[src/rtl/six_instr_control_unit.sv]
// Multi-cycle Moore control unit for the six-instruction 16-bit processor: owns PC and IR.
// Define CTRL_HALT_EN to decode opcode 7 as HALT (otherwise it executes as NOOP).
module six_instr_control_unit #(
  parameter int unsigned PC_W = 8,
  parameter int unsigned D_AW = 8
) (
  input  logic            Clock,
  input  logic            Reset,
  input  logic [15:0]     IR_in,
  input  logic            RF_Ra_zero,
  output logic [PC_W-1:0] I_Addr,
  output logic [D_AW-1:0] D_Addr,
  output logic            D_Rd,
  output logic            D_Wr,
  output logic [1:0]      RF_s,
  output logic [7:0]      RF_W_data,
  output logic            RF_W_en,
  output logic [3:0]      RF_W_addr,
  output logic [3:0]      RF_Ra_addr,
  output logic [3:0]      RF_Rb_addr,
  output logic [2:0]      ALU_s,
  output logic [3:0]      State_out
);

  localparam logic [3:0] ST_INIT   = 4'd0;
  localparam logic [3:0] ST_FETCH  = 4'd1;
  localparam logic [3:0] ST_DECODE = 4'd2;
  localparam logic [3:0] ST_NOOP   = 4'd3;
  localparam logic [3:0] ST_LOAD_A = 4'd4;
  localparam logic [3:0] ST_LOAD_B = 4'd5;
  localparam logic [3:0] ST_STORE  = 4'd6;
  localparam logic [3:0] ST_ADD    = 4'd7;
  localparam logic [3:0] ST_SUB    = 4'd8;
  localparam logic [3:0] ST_LDI    = 4'd9;
  localparam logic [3:0] ST_JNZ    = 4'd10;
  localparam logic [3:0] ST_HALT   = 4'd11;

  localparam logic [3:0] OP_NOOP  = 4'd0;
  localparam logic [3:0] OP_STORE = 4'd1;
  localparam logic [3:0] OP_LOAD  = 4'd2;
  localparam logic [3:0] OP_ADD   = 4'd3;
  localparam logic [3:0] OP_SUB   = 4'd4;
  localparam logic [3:0] OP_LDI   = 4'd5;
  localparam logic [3:0] OP_JNZ   = 4'd6;
`ifdef CTRL_HALT_EN
  localparam logic [3:0] OP_HALT  = 4'd7;
`endif

  localparam logic [2:0] ALU_ADD  = 3'h0;
  localparam logic [2:0] ALU_SUB  = 3'h1;
  localparam logic [2:0] ALU_PASS = 3'h3;
  localparam logic [2:0] ALU_IDLE = 3'h7;

  logic [3:0]      state;
  logic [3:0]      state_next;
  logic [PC_W-1:0] pc;
  logic [15:0]     ir;
  logic [3:0]      opcode;
  logic [7:0]      addr_field;
  logic signed [7:0] offset;
  logic [PC_W-1:0] offset_ext;
  logic [PC_W-1:0] jump_target;

  assign opcode     = ir[15:12];
  assign addr_field = ir[7:0];
  assign offset     = ir[7:0];
  // Signed size cast sign-extends the 8-bit offset (or truncates it for narrow PCs).
  assign offset_ext  = PC_W'(offset);
  // PC already points past the JNZ, so the branch base is PC-1.
  assign jump_target = pc - PC_W'(1) + offset_ext;

  always_comb begin
    state_next = state;
    case (state)
      ST_INIT:   state_next = ST_FETCH;
      ST_FETCH:  state_next = ST_DECODE;
      ST_DECODE: begin
        case (opcode)
          OP_NOOP:  state_next = ST_NOOP;
          OP_STORE: state_next = ST_STORE;
          OP_LOAD:  state_next = ST_LOAD_A;
          OP_ADD:   state_next = ST_ADD;
          OP_SUB:   state_next = ST_SUB;
          OP_LDI:   state_next = ST_LDI;
          OP_JNZ:   state_next = ST_JNZ;
`ifdef CTRL_HALT_EN
          OP_HALT:  state_next = ST_HALT;
`endif
          default:  state_next = ST_NOOP;
        endcase
      end
      ST_LOAD_A: state_next = ST_LOAD_B;
      ST_LOAD_B, ST_NOOP, ST_STORE, ST_ADD, ST_SUB, ST_LDI, ST_JNZ:
                 state_next = ST_FETCH;
      ST_HALT:   state_next = ST_HALT;
      default:   state_next = ST_INIT;
    endcase
  end

  always_ff @(posedge Clock or posedge Reset) begin
    if (Reset) begin
      state <= ST_INIT;
      pc    <= '0;
      ir    <= '0;
    end else begin
      state <= state_next;
      case (state)
        ST_INIT: begin
          pc <= '0;
          ir <= '0;
        end
        ST_FETCH: begin
          ir <= IR_in;
          pc <= pc + PC_W'(1);
        end
        ST_JNZ: begin
          if (!RF_Ra_zero) pc <= jump_target;
        end
        default: ;
      endcase
    end
  end

  assign I_Addr    = pc;
  assign State_out = state;

  always_comb begin
    D_Addr     = '0;
    D_Rd       = 1'b0;
    D_Wr       = 1'b0;
    RF_s       = 2'd0;
    RF_W_data  = '0;
    RF_W_en    = 1'b0;
    RF_W_addr  = '0;
    RF_Ra_addr = '0;
    RF_Rb_addr = '0;
    ALU_s      = ALU_IDLE;
    case (state)
      ST_STORE: begin
        D_Addr     = D_AW'(addr_field);
        RF_Ra_addr = ir[11:8];
        ALU_s      = ALU_PASS;
        D_Wr       = 1'b1;
      end
      ST_LOAD_A: begin
        D_Addr = D_AW'(addr_field);
        D_Rd   = 1'b1;
      end
      ST_LOAD_B: begin
        D_Addr    = D_AW'(addr_field);
        D_Rd      = 1'b1;
        RF_s      = 2'd1;
        RF_W_addr = ir[11:8];
        RF_W_en   = 1'b1;
      end
      ST_ADD, ST_SUB: begin
        RF_Ra_addr = ir[11:8];
        RF_Rb_addr = ir[7:4];
        RF_W_addr  = ir[3:0];
        RF_s       = 2'd0;
        RF_W_en    = 1'b1;
        ALU_s      = (state == ST_ADD) ? ALU_ADD : ALU_SUB;
      end
      ST_LDI: begin
        RF_s      = 2'd2;
        RF_W_data = addr_field;
        RF_W_addr = ir[11:8];
        RF_W_en   = 1'b1;
      end
      ST_JNZ: begin
        RF_Ra_addr = ir[11:8];
      end
      default: ;
    endcase
  end

endmodule

[config.mk]
export PLATFORM = sky130hd
export DESIGN_NAME = six_instr_control_unit
export DESIGN_NICKNAME = d
export VERILOG_FILES = /design/src/rtl/six_instr_control_unit.sv
export SDC_FILE = /design/constraint.sdc
export NUM_CORES = 1
export LEC_CHECK = 0
export ABC_CLOCK_PERIOD_IN_PS = 2600
export CELL_PAD_IN_SITES_DETAIL_PLACEMENT = 0
export CELL_PAD_IN_SITES_GLOBAL_PLACEMENT = 1
export CORE_ASPECT_RATIO = 0.5
export CORE_MARGIN = 2
export CORE_UTILIZATION = 32
export DETAILED_ROUTE_END_ITERATION = 8
export GPL_TIMING_DRIVEN = 1
export MAX_ROUTING_LAYER = met4
export PLACE_DENSITY = 0.76
export SLEW_MARGIN = 20
export SYNTH_ARGS = -nofsm -noshare
export SYNTH_HDL_FRONTEND = slang
export SYNTH_SLANG_ARGS = --single-unit
[constraint.sdc]
create_clock -name Clock -period 2.6 [get_ports Clock]
set_input_delay 0.52 -clock Clock [delete_from_list [all_inputs] [get_ports Clock]]
set_output_delay 0.52 -clock Clock [all_outputs]
set_load 0.05 [all_outputs]
Yosys cells after proc, flatten, opt, wreduce, memory -nomap -nowiden --
Index checks and enable logic that the tools add are counted.
Word-level totals: flip-flop bits (word level) 28, latch bits 0, memory bits (writable) 0, memory bits (read-only) 0, input bits 19, output and inout port bits 48, memories kept 0
Operators by class: add/sub/neg operators 3, multipliers 0, divide/modulo/power cells 0, $lt $le $gt $ge 0, equality and inequality tests 18, shift-type cells 0, mux-type cells 16, bitwise operators 0, reductions and logical operators 11
Operator list (number):
- 16-bit one-hot mux with 2 select lines | 1
- 4-bit by 3-bit == test with 1-bit output (second input constant) | 7
- 8-bit two-way mux | 3
- 4-bit one-hot mux with 6 select lines | 1
- 8-bit one-hot mux with 3 select lines | 1
- 4-bit one-hot mux with 5 select lines | 1
- 4-bit by 2-bit == test with 1-bit output (second input constant) | 4
- 4-bit == test (second input constant) | 4
- 8-bit by 1-bit adder with 8-bit output (second input constant) | 1
- 8-bit adder | 1
- 4-bit by 1-bit == test with 1-bit output (second input constant) | 2
- 4-bit two-way mux | 2
- 4-bit one-hot mux with 2 select lines | 1
- 4-bit OR reduction | 2
- 8-bit OR reduction | 1
- 8-bit by 1-bit subtractor with 8-bit output (second input constant) | 1
- 3-bit one-hot mux with 2 select lines | 1
- 2-bit OR reduction | 3
- 4-bit zero test | 1
- 1-bit two-way mux | 4
- 2-bit one-hot mux with 2 select lines | 1
- 3-bit nonzero test | 1
- 3-bit OR reduction | 1
- 2-bit != test (second input constant) | 1
- 2 further kinds | 2

Longest topological paths before layout --
Gate-level depths: netlist of the first run.
depth after elaboration 4, depth in mapped cells 11, gate-level depth less buffers 11

Least setup slack after synthesis of the first run --
No wires, ideal clock.
path kind register -> output, from register state[2], in the netlist State_out[2], to output port RF_Rb_addr[0], arrival 2.897 ns, required time 2.080 ns, setup slack -0.817 ns, cell stages (with the launch flop) 7, buffers on the path 1, cells stage by stage dfrtp_1 > buf_2 > nor2b_1 > nand3_1 > o31ai_2 > inv_1 > nor2_1
Between the ends: word-level cells in the longest chain between the ends 3, elaborated cells on any way between the ends 4, those cells by class 2 x eq/ne; 1 x mux; 1 x reduce/logical
Ends and longest elaborated chain:
- from (decl) | line 54 | logic [3:0] state;
- from (signal assigned) | line 106 | state <= state_next;
- 4-bit by 3-bit == test with 1-bit output / 4-bit == test (equally long branches) | line 138 | case (state)
- 2-bit OR reduction (*)
- 4-bit two-way mux (*) | line 138
- to (decl) | line 20 | output logic [3:0] RF_Rb_addr,
Every way passes the cells marked *; elsewhere a longest branch is shown, timed or not.

Worst setup path after layout of the first run --
from register state[2], in the netlist State_out[2], to output port RF_Rb_addr[1]
The elaborated chain is that of the path after synthesis.

==> flow_metrics.env, run 1 <==
export IMPL_run_status="finished, final reports clean"
export IMPL_final_max_slew_viol_count=0
export IMPL_synth_cells=234
export IMPL_slew_headroom_pct=62.4
export IMPL_tightest_slew_ns=0.564
export IMPL_htree_levels=1
export IMPL_syn_nets=268
export IMPL_ir_worst_vdd_v=0.000395
export IMPL_initial_core_util_pct=33.0
export IMPL_crit_type="reg2out"
export IMPL_core_area_sq_um=6060
export IMPL_port_buffers=66
export IMPL_met1_usage_pct=23.8
export IMPL_ant_nets=0
export IMPL_powerDensity_nw_per_um2=1140
export IMPL_rsz0062_at_grt="false"
export IMPL_vias_per_cell=4.92
export IMPL_arrival_ns=1.92
export IMPL_path_max_fanout=14
export IMPL_via_count=1894
export IMPL_cts_setup_buffers=0
export IMPL_die_w_um=116
export IMPL_postRouteWirelength_um=5830
export IMPL_hp_class="reg2reg"
export IMPL_cap_viol_max_count=0
export IMPL_p_switching_w=0.00179
export IMPL_whs_ns=0.534
export IMPL_power_share_switching_pct=48.7
export IMPL_syn2layout_area_growth_pct=62.0
export IMPL_grt_max_degree=29
export IMPL_hold_buffers=0
export IMPL_clk_path_buf_depth=2
export IMPL_n_antenna_cell=0
export IMPL_hpwl_um=4600
export IMPL_ys_types=37
export IMPL_io_pins=67
export IMPL_busiest_layer="met2"
export IMPL_antenna_found_initial=0
export IMPL_p_total_w=0.00367
export IMPL_r2r_start="I_Addr[1]"
export IMPL_dr_pass1_iters=4
export IMPL_combPwrFrac_pct=63.7
export IMPL_synthesis_area_sq_um=2000
export IMPL_grt_pass1_vias=1833
export IMPL_wl_per_cell_um=15.1
export IMPL_p_clk_share_pct=12.8
export IMPL_yosys_warnings=0
export IMPL_ys_seq_area_share_pct=35.1
export IMPL_clk_pin_slew_worst_paths_ns=0.08
export IMPL_cts_resized=0
export IMPL_cp_start_kind="flop"
export IMPL_min_period_ns=2.44
export IMPL_power_leakage_nw=1.37
export IMPL_fin_crit_sh_pct=93.9
export IMPL_hp_start="ir[2]"
export IMPL_grt_first_pass_wirelength_um=9370
export IMPL_met3_usage_pct=2.94
export IMPL_cts_tree="done"
export IMPL_dieHeight_um=59.8
export IMPL_cts_num_sinks=28
export IMPL_setup_viol=0
export IMPL_cts_root_buffer="clkbuf_16"
export IMPL_finalHoldViolCount=0
export IMPL_die_area_sq_um=6920
export IMPL_track_usage_pct=18.1
export IMPL_drc_errors=0
export IMPL_synth_edf_count=0
export IMPL_rows=20
export IMPL_gr_usage_met2_pct=30.2
export IMPL_max_freq_ghz=0.409
export IMPL_ys_seq_elements=28
export IMPL_synth_ff_type="dfrtp_1"
export IMPL_intPower_w=0.00188
export IMPL_synth_area_per_cell_sq_um=8.53
export IMPL_drive_above_1_share_pct=21.2
export IMPL_end_kind="output port"
export IMPL_cp_required_ns=2.08
export IMPL_gp_congestion=0.870
export IMPL_insertion_delay_ns=0.27
export IMPL_gr_total_overflow=0
export IMPL_layout_nets=332
export IMPL_async_reset_ff_share_pct=100
export IMPL_p_seq_share_pct=23.5
export IMPL_startpoint="State_out[2]"
export IMPL_cts_buffers=3
export IMPL_clock_skew_ns=0.0120
export IMPL_drtIter0Drc=75
## power by group through the flow
stage	logic (W)	registers [W]	clock network (W)
floorplan	0.00161	0.000920	0
global placement	0.00230	0.000867	0
detailed placement	0.00234	0.000872	0
CTS	0.00235	0.000864	0.000480
global route	0.00255	0.000903	0.000497
finish	0.00234	0.000864	0.000470
## kinds of logic after synthesis
logic type	count (synthesis)	share of synthesized area, %
DFF	28	35.1
and+or+nand+nor	75	19.4
AOI/OAI and AO/OA	65	23.8
buffers and inverters	44	8.84
adders and majority gates	15	9.78
xor gates and xnor gates	7	3.07
## area by class of cell
| class | count | area, sq um |
|---|---|---|
| Timing Repair Buffer | 71 | 1000 |
| Fill cell | 540 | 2820 |
| Inverter | 32 | 124 |
| Sequential cell | 28 | 706 |
| Tap cell | 88 | 110 |
| Multi-Input combinational cell | 162 | 1190 |
| Clock inverter | 1 | 30.0 |
| Clock buffer | 3 | 75.1 |
## synthesized netlist by cell type (all sizes together) (3+ instances only)
cell type	n	area (sq um)
clkbuf	5	18.8
xor2	5	43.8
nor2	14	52.6
dfrtp	28	701
nand2b	4	25.0
ha	14	175
nor3	12	60.1
and3	4	25.0
nand3	4	20.0
or2	3	18.8
inv	32	120
a22o	23	201
buf	7	37.5
and2	14	87.6
o22ai	6	37.5
o21ai	10	50.1
a21oi	10	53.8
nand2	13	48.8
## cell usage in the layout, fill, tap and decap left out, types with 2 or more instances in the layout
cell type and count:
a21oi_1 9, nor3_1 11, buf_4 8, and2_1 13, nor2_1 9, dfrtp_1 24, inv_1 31, a22o_1 23
clkbuf_16 3, o31a_1 2, a22oi_1 2, nor2_4 3, o21ai_0 9, nand2_1 13, nand3_1 3, a211oi_1 2
ha_1 14, nor2_2 2, o22ai_1 5, o32ai_1 2, xor2_1 5, dfrtp_2 4, or2_2 3, clkdlybuf4s50_1 32
or3_1 2, o21a_1 2, xnor2_1 2, nand2b_1 4, nor4_1 2, and3_1 4, buf_12 31
## per-stage QoR
stage | std cells | utilization [%] | TNS (ns) | instance area (sq um) | setup WS (ns)
after floorplan | 234 | - | -1.12 | 2070 | -0.160
after global placement | 381 | 51.6 | 0 | 3130 | 0.356
after detailed placement | 381 | 51.6 | 0 | 3130 | 0.292
after CTS | 385 | 53.4 | 0 | 3230 | 0.0762
after global routing | 385 | 53.4 | 0 | 3230 | 0.0342
final | 385 | 53.4 | 0 | 3230 | 0.158
## worst max-delay path, cell delays in order (launching register included)
cell and delay (ns):
dfrtp_2 0.50, nand2b_1 0.30, o31ai_4 0.28, clkinvlp_4 0.25, nor2_4 0.17, buf_12 0.14
## layer usage
layer	share of wire, %	up-vias
li1	-	947
met1	47	900
met2	49	45
met3	3.3	2
met4	0.46	0
met5	0	-
## registers in the layout (all words and copies together) (netlist names)
| signal | cells |
|---|---|
| ir | 16 |
| State_out | 4 |
| I_Addr | 8 |
## path summary, 6_finish.rpt
kind,end,slack [ns],cells past startpoint
worst max-delay path,RF_Rb_addr[1],0.16,5
worst min-delay path,ir[2],0.53,1
worst max register to register,I_Addr[5],0.27,11
worst min register to register,ir[2],0.53,1
max in group asynchronous,State_out[1],1.65,3
min in group asynchronous,I_Addr[6],0.62,3
No activity file was read; power rests on OpenSTA's default activity.
==> run 2, diff against run 1 <==
--- a/config.mk
+++ b/config.mk
@@ -5,16 +5,16 @@
 export SDC_FILE = /design/constraint.sdc
 export NUM_CORES = 1
 export LEC_CHECK = 0
-export ABC_CLOCK_PERIOD_IN_PS = 2600
+export ABC_CLOCK_PERIOD_IN_PS = 2200
 export CELL_PAD_IN_SITES_DETAIL_PLACEMENT = 0
 export CELL_PAD_IN_SITES_GLOBAL_PLACEMENT = 1
 export CORE_ASPECT_RATIO = 0.5
-export CORE_MARGIN = 2
-export CORE_UTILIZATION = 32
+export CORE_MARGIN = 3
+export CORE_UTILIZATION = 30
 export DETAILED_ROUTE_END_ITERATION = 8
 export GPL_TIMING_DRIVEN = 1
 export MAX_ROUTING_LAYER = met4
-export PLACE_DENSITY = 0.76
+export PLACE_DENSITY = 0.74
 export SLEW_MARGIN = 20
 export SYNTH_ARGS = -nofsm -noshare
 export SYNTH_HDL_FRONTEND = slang
==> constraint.sdc (replaced) <==
create_clock -name Clock -period 2.2 [get_ports Clock]
set_input_delay 0.44 -clock Clock [delete_from_list [all_inputs] [get_ports Clock]]
set_output_delay 0.44 -clock Clock [all_outputs]
set_load 0.05 [all_outputs]
==> run 2 against run 1 <==
Against the previous run:
- combinational power increased by 44%
- die area is 12% higher
- largest cell class unchanged
- power up 33%
- largest power group unchanged
- via count rose by 6.8%
- register-to-register slack worse by 0.23 ns
- count of clock-buffer cells in the layout did not move
- critical path depth unchanged
- utilization increased by 3.0 points
- cell count rose by 5.2%
- clock skew shrank 0.0087 ns
- setup slack got worse by 0.14 ns
==> flow_metrics.env, run 2 (synthesis gave the netlist of run 1 again) <==
export IMPL_antenna_found_initial=0
export IMPL_io_pins=67
export IMPL_dp_slack_ns=-0.0171
export IMPL_clk_path_buf_depth=2
export IMPL_layout_nets=352
export IMPL_final_common_cell="buf_12"
export IMPL_via_count=2023
export IMPL_crit_chain="nand2b_4 > o31ai_4 > clkinvlp_4 > nor2_4 > buf_12"
export IMPL_final_cells=405
export IMPL_htree_levels=1
export IMPL_clk_pin_slew_worst_paths_ns=0.07
export IMPL_cp_required_ns=1.76
export IMPL_rsz0062_at_grt="true"
export IMPL_setup_viol=0
export IMPL_vias_per_cell=5.00
export IMPL_postRouteWirelength_um=6500
export IMPL_wl_per_cell_um=16.1
export IMPL_port_buffers=66
export IMPL_slew_headroom_pct=59.4
export IMPL_cts_buffers=3
export IMPL_cap_viol_max_count=0
export IMPL_die_area_sq_um=7730
export IMPL_gp_congestion=0.884
export IMPL_dr_pass1_iters=4
export IMPL_gr_total_overflow=0
export IMPL_crit_type="reg2out"
export IMPL_ir_worst_vdd_v=0.000583
export IMPL_finalHoldViolCount=0
export IMPL_fin_crit_sh_pct=99.1
export IMPL_grt_max_degree=29
export IMPL_powerDensity_nw_per_um2=1390
export IMPL_final_max_slew_viol_count=0
export IMPL_crit_path_max_incr_delay_ns=0.42
export IMPL_initial_core_util_pct=31.9
export IMPL_slowest_stage="dfrtp_2"
export IMPL_ant_nets=0
export IMPL_syn2layout_area_growth_pct=76.9
export IMPL_dpl_cell_area_sq_um=3290
export IMPL_tightest_slew_ns=0.609
export IMPL_path_max_fanout=4
export IMPL_hpwl_um=5000
export IMPL_arrival_ns=1.74
export IMPL_die_w_um=121
export IMPL_rows=20
export IMPL_run_status="finished, final reports clean"
export IMPL_core_area_sq_um=6260
export IMPL_largest_reg_flops=16
export IMPL_n_antenna_cell=0
export IMPL_drtIter0Drc=96
export IMPL_grt_first_pass_wirelength_um=10600
export IMPL_end_kind="output port"
export IMPL_min_period_ns=2.18
export IMPL_cp_start_kind="flop"
export IMPL_power_leakage_nw=1.50
export IMPL_place_inst=392
export IMPL_postLayoutCellArea_sq_um=3530
export IMPL_clock_skew_ns=0.00333
export IMPL_max_freq_ghz=0.459
export IMPL_hp_class="reg2reg"
export IMPL_drive_above_1_share_pct=36.0
export IMPL_drc_errors=0
export IMPL_largest_register="ir"
export IMPL_cp_top_family="flip-flops"
export IMPL_insertion_delay_ns=0.27
export IMPL_timing_final_ws_setup_ns=0.0206
export IMPL_grt_pass1_vias=2063
export IMPL_cts_num_sinks=28
export IMPL_cts_tree="done"
export IMPL_cts_root_buffer="clkbuf_16"
export IMPL_p_total_w=0.00490
export IMPL_dieHeight_um=63.7
export IMPL_mostFrequentLayoutCells="32 x buf_12, 29 x clkdlybuf4s50_1, 26 x buf_4"
export IMPL_track_usage_pct=17.5
export IMPL_crit_buf_inv=2
[run 2: changes by cell type in the layout (fill, tap and decap cells not counted), sizes merged]
cell           previous run  this run
dlymetal6s2s              0         1
clkdlybuf4s50            32        29
clkbuf                    3         4
buf                      39        60
[run 2: area by class of cell]
type | count | area, sq um
fill | 552 | 2730
multi-input combinational | 162 | 1310
timing repair buffer | 91 | 1170
sequential | 28 | 713
inverter | 32 | 124
tap | 88 | 110
clock buffer | 3 | 75.1
clock inverter | 1 | 30.0
[run 2: through the flow]
step / setup TNS, ns / util, % / hold WS, ns
final: 0 / 56.4 / 0.533
after CTS: 0 / 54.7 / 0.539
after detailed placement: -0.0171 / 52.6 / 0.518
after floorplan: -1.07 / - / 0.487
after global routing: -0.251 / 56.4 / 0.572
after global placement: 0 / 52.6 / 0.511
[run 2: power breakdown]
group          switching (W)  internal (W)
Clock               0.000187      0.000363
Combinational        0.00188       0.00149
Sequential          0.000263      0.000723
Total                0.00233       0.00257
[run 2: what timing repair did]
item	CTS	global route
resized for setup	6	12
setup endpoints to repair	14	27
pin swaps	1	7
setup buffers	1	8
hold buffers	0	0
[run 2: metal layers]
metal / up-vias / track usage [%] / wire length [um]
met5: - / - / 0
li1: 986 / - / -
met4: 0 / 3.77 / 65
met3: 6 / 1.79 / 120
met2: 32 / 30.1 / 3220
met1: 999 / 22.5 / 3090
[run 2: worst paths after layout]
| path | startpoint | end | slack (ns) | cells after the start |
|---|---|---|---|---|
| min in group asynchronous | Reset | I_Addr[7] | 0.54 | 3 |
| min | ir[5] | ir[5] | 0.53 | 1 |
| max reg2reg | ir[1] | I_Addr[5] | 0.04 | 11 |
| min reg2reg | ir[5] | ir[5] | 0.53 | 1 |
| max | State_out[2] | RF_Rb_addr[1] | 0.02 | 5 |
| max in group asynchronous | Reset | State_out[1] | 1.34 | 3 |
==> run 3, diff against run 2 <==
--- a/config.mk
+++ b/config.mk
@@ -5,7 +5,7 @@
 export SDC_FILE = /design/constraint.sdc
 export NUM_CORES = 1
 export LEC_CHECK = 0
-export ABC_CLOCK_PERIOD_IN_PS = 2200
+export ABC_CLOCK_PERIOD_IN_PS = 2000
 export CELL_PAD_IN_SITES_DETAIL_PLACEMENT = 0
 export CELL_PAD_IN_SITES_GLOBAL_PLACEMENT = 1
 export CORE_ASPECT_RATIO = 0.5
@@ -15,6 +15,7 @@
 export GPL_TIMING_DRIVEN = 1
 export MAX_ROUTING_LAYER = met4
 export PLACE_DENSITY = 0.74
+export SKIP_CTS_REPAIR_TIMING = 1
 export SLEW_MARGIN = 20
 export SYNTH_ARGS = -nofsm -noshare
 export SYNTH_HDL_FRONTEND = slang
==> constraint.sdc (replaced) <==
create_clock -name Clock -period 2 [get_ports Clock]
set_input_delay 0.4 -clock Clock [delete_from_list [all_inputs] [get_ports Clock]]
set_output_delay 0.4 -clock Clock [all_outputs]
set_load 0.05 [all_outputs]
==> run 3 against run 2 <==
Against the previous run:
- the flow now finishes with violations (setup timing)
- sequential share of layout area fell by 1.8 points
- flip-flop and latch count did not move
- largest power group unchanged
- non-clock buffer count rose by 21
==> flow_metrics.env, run 3 (synthesis gave the netlist of run 1 again) <==
export IMPL_run_status="finished, violations left"
export IMPL_violations="setup timing"
export IMPL_vias_per_cell=4.88
export IMPL_via_count=2080
export IMPL_grt_pass1_vias=2070
export IMPL_final_common_cell="buf_4"
export IMPL_path_max_fanout=4
export IMPL_final_max_slew_viol_count=0
export IMPL_layout_nets=373
export IMPL_arrival_ns=1.77
export IMPL_rr_worst_depth=11
export IMPL_hpwl_um=5070
export IMPL_cap_viol_max_count=0
export IMPL_combPwrFrac_pct=72.9
export IMPL_gp_congestion=0.796
export IMPL_timing_final_ws_setup_ns=-0.169
export IMPL_die_area_sq_um=7730
export IMPL_whs_ns=0.509
export IMPL_clk_pin_slew_worst_paths_ns=0.07
export IMPL_intPower_w=0.00322
export IMPL_busiest_layer="met2"
export IMPL_met3_usage_pct=1.70
export IMPL_powerDensity_nw_per_um2=1560
export IMPL_setup_viol=14
export IMPL_initial_core_util_pct=31.9
export IMPL_crit_type="reg2out"
export IMPL_cts_buffers=3
export IMPL_track_usage_pct=17.4
export IMPL_max_freq_ghz=0.461
export IMPL_io_pins=67
export IMPL_dp_slack_ns=-0.155
export IMPL_die_w_um=121
export IMPL_grt_first_pass_wirelength_um=10600
export IMPL_largest_reg_flops=16
export IMPL_finalHoldViolCount=0
export IMPL_r2r_slack_ns=-0.10
export IMPL_largest_register="ir"
export IMPL_clock_skew_ns=0.00336
export IMPL_antenna_found_initial=0
export IMPL_crit_buf_inv=2
export IMPL_dr_pass1_iters=4
export IMPL_gr_usage_met2_pct=28.8
export IMPL_drtIter0Drc=62
export IMPL_mostFrequentLayoutCells="54 x buf_4, 36 x buf_12, 21 x inv_1"
export IMPL_cp_required_ns=1.60
export IMPL_n_antenna_cell=0
export IMPL_r2r_end="I_Addr[5]"
export IMPL_cts_root_buffer="clkbuf_16"
export IMPL_cts_tree="done"
export IMPL_grt_max_degree=29
export IMPL_rsz0062_at_grt="true"
export IMPL_fin_crit_sh_pct=108
export IMPL_clk_path_buf_depth=2
export IMPL_final_cells=426
export IMPL_postRouteWirelength_um=6650
export IMPL_met1_usage_pct=24.0
export IMPL_slew_headroom_pct=56.8
export IMPL_power_leakage_nw=1.72
export IMPL_end_kind="output port"
export IMPL_drc_errors=0
export IMPL_tightest_slew_ns=0.645
export IMPL_cts_num_sinks=28
export IMPL_gr_total_overflow=0
export IMPL_dpl_cell_area_sq_um=3530
export IMPL_r2r_start="ir[1]"
export IMPL_p_clk_share_pct=10.0
export IMPL_cp_num_cells=5
export IMPL_dieHeight_um=63.7
export IMPL_place_inst=408
export IMPL_hp_class="in2async"
export IMPL_cp_start_kind="flop"
export IMPL_drive_above_1_share_pct=51.8
export IMPL_ir_worst_vdd_v=0.000662
export IMPL_htree_levels=1
export IMPL_crit_chain="nand2b_4 > o31ai_4 > clkinvlp_4 > nor2_4 > buf_12"
export IMPL_min_period_ns=2.17
export IMPL_crit_path_max_incr_delay_ns=0.43
export IMPL_p_switching_w=0.00281
export IMPL_postLayoutCellArea_sq_um=3870
export IMPL_insertion_delay_ns=0.26
export IMPL_power_share_switching_pct=46.6
export IMPL_rows=20
export IMPL_syn2layout_area_growth_pct=94.0
export IMPL_slowest_stage="dfrtp_2"
export IMPL_cp_top_family="flip-flops"
export IMPL_p_seq_share_pct=17.1
export IMPL_core_area_sq_um=6260
export IMPL_wl_per_cell_um=15.6
export IMPL_ant_nets=0
export IMPL_port_buffers=66
[run 3: changes by cell type in the layout (fill, tap and decap cells not counted), moves of 4 or more]
cell             previous run  this run
buf_4                      26        54
and2_1                     13         0
clkdlybuf4s50_1            29        19
and2_2                      0         9
nor3_4                      1         8
nor3_2                      7         1
and2_4                      1         5
buf_12                     32        36
inv_1                      25        21
inv_2                       6        10
[run 3: worst reg2reg max path, cell delays in order (launching register included)]
cell	delay, ns
dfrtp_1	0.40
inv_2	0.09
ha_4	0.20
inv_2	0.06
ha_4	0.13
inv_2	0.03
fa_2	0.34
nor2b_2	0.14
o31a_1	0.17
a21oi_1	0.06
a32o_1	0.21
a22o_1	0.18
[run 3: power groups by stage]
stage               logic [W]  clock network [W]  registers, W
finish                0.00439           0.000604       0.00103
global route          0.00476           0.000644       0.00107
CTS                   0.00393           0.000619       0.00105
detailed placement    0.00389                  0       0.00106
global placement      0.00386                  0       0.00105
floorplan             0.00246                  0       0.00121
[run 3: layer usage]
layer  vias up  routed length [um]  part of all wire (%)
met4         0                  44                  0.66
met5         -                   0                     0
met1      1016                3180                    48
met3         4                 115                   1.7
met2        31                3320                    50
li1       1029                   -                     -
[run 3: metrics by stage]
step | setup TNS [ns] | util (%) | total power, W
2_1_floorplan | -2.26 | - | 0.00367
3_3_place_gp | -0.109 | 56.5 | 0.00491
3_5_place_dp | -0.200 | 56.5 | 0.00495
4_1_cts | -2.66 | 58.2 | 0.00559
5_1_grt | -2.42 | 61.9 | 0.00647
6_report | -1.15 | 61.9 | 0.00602
[run 3: final cells by class]
type	count	area (sq um)
Clock inverter	1	30.0
Timing Repair Buffer	112	1350
Inverter	32	124
Sequential cell	28	712
Clock buffer	3	75.1
Multi-Input combinational cell	162	1470
Fill cell	494	2380
Tap cell	88	110
[run 3: worst max-delay path by stage]
stage | from | endpoint | slack (ns)
floorplan | State_out[2] | RF_Rb_addr[0] | -0.45
global placement | ir[1] | I_Addr[5] | -0.11
detailed placement | ir[1] | I_Addr[5] | -0.15
CTS | ir[1] | I_Addr[5] | -0.18
global route | State_out[2] | RF_Rb_addr[2] | -0.23
finish | State_out[2] | RF_Rb_addr[2] | -0.17
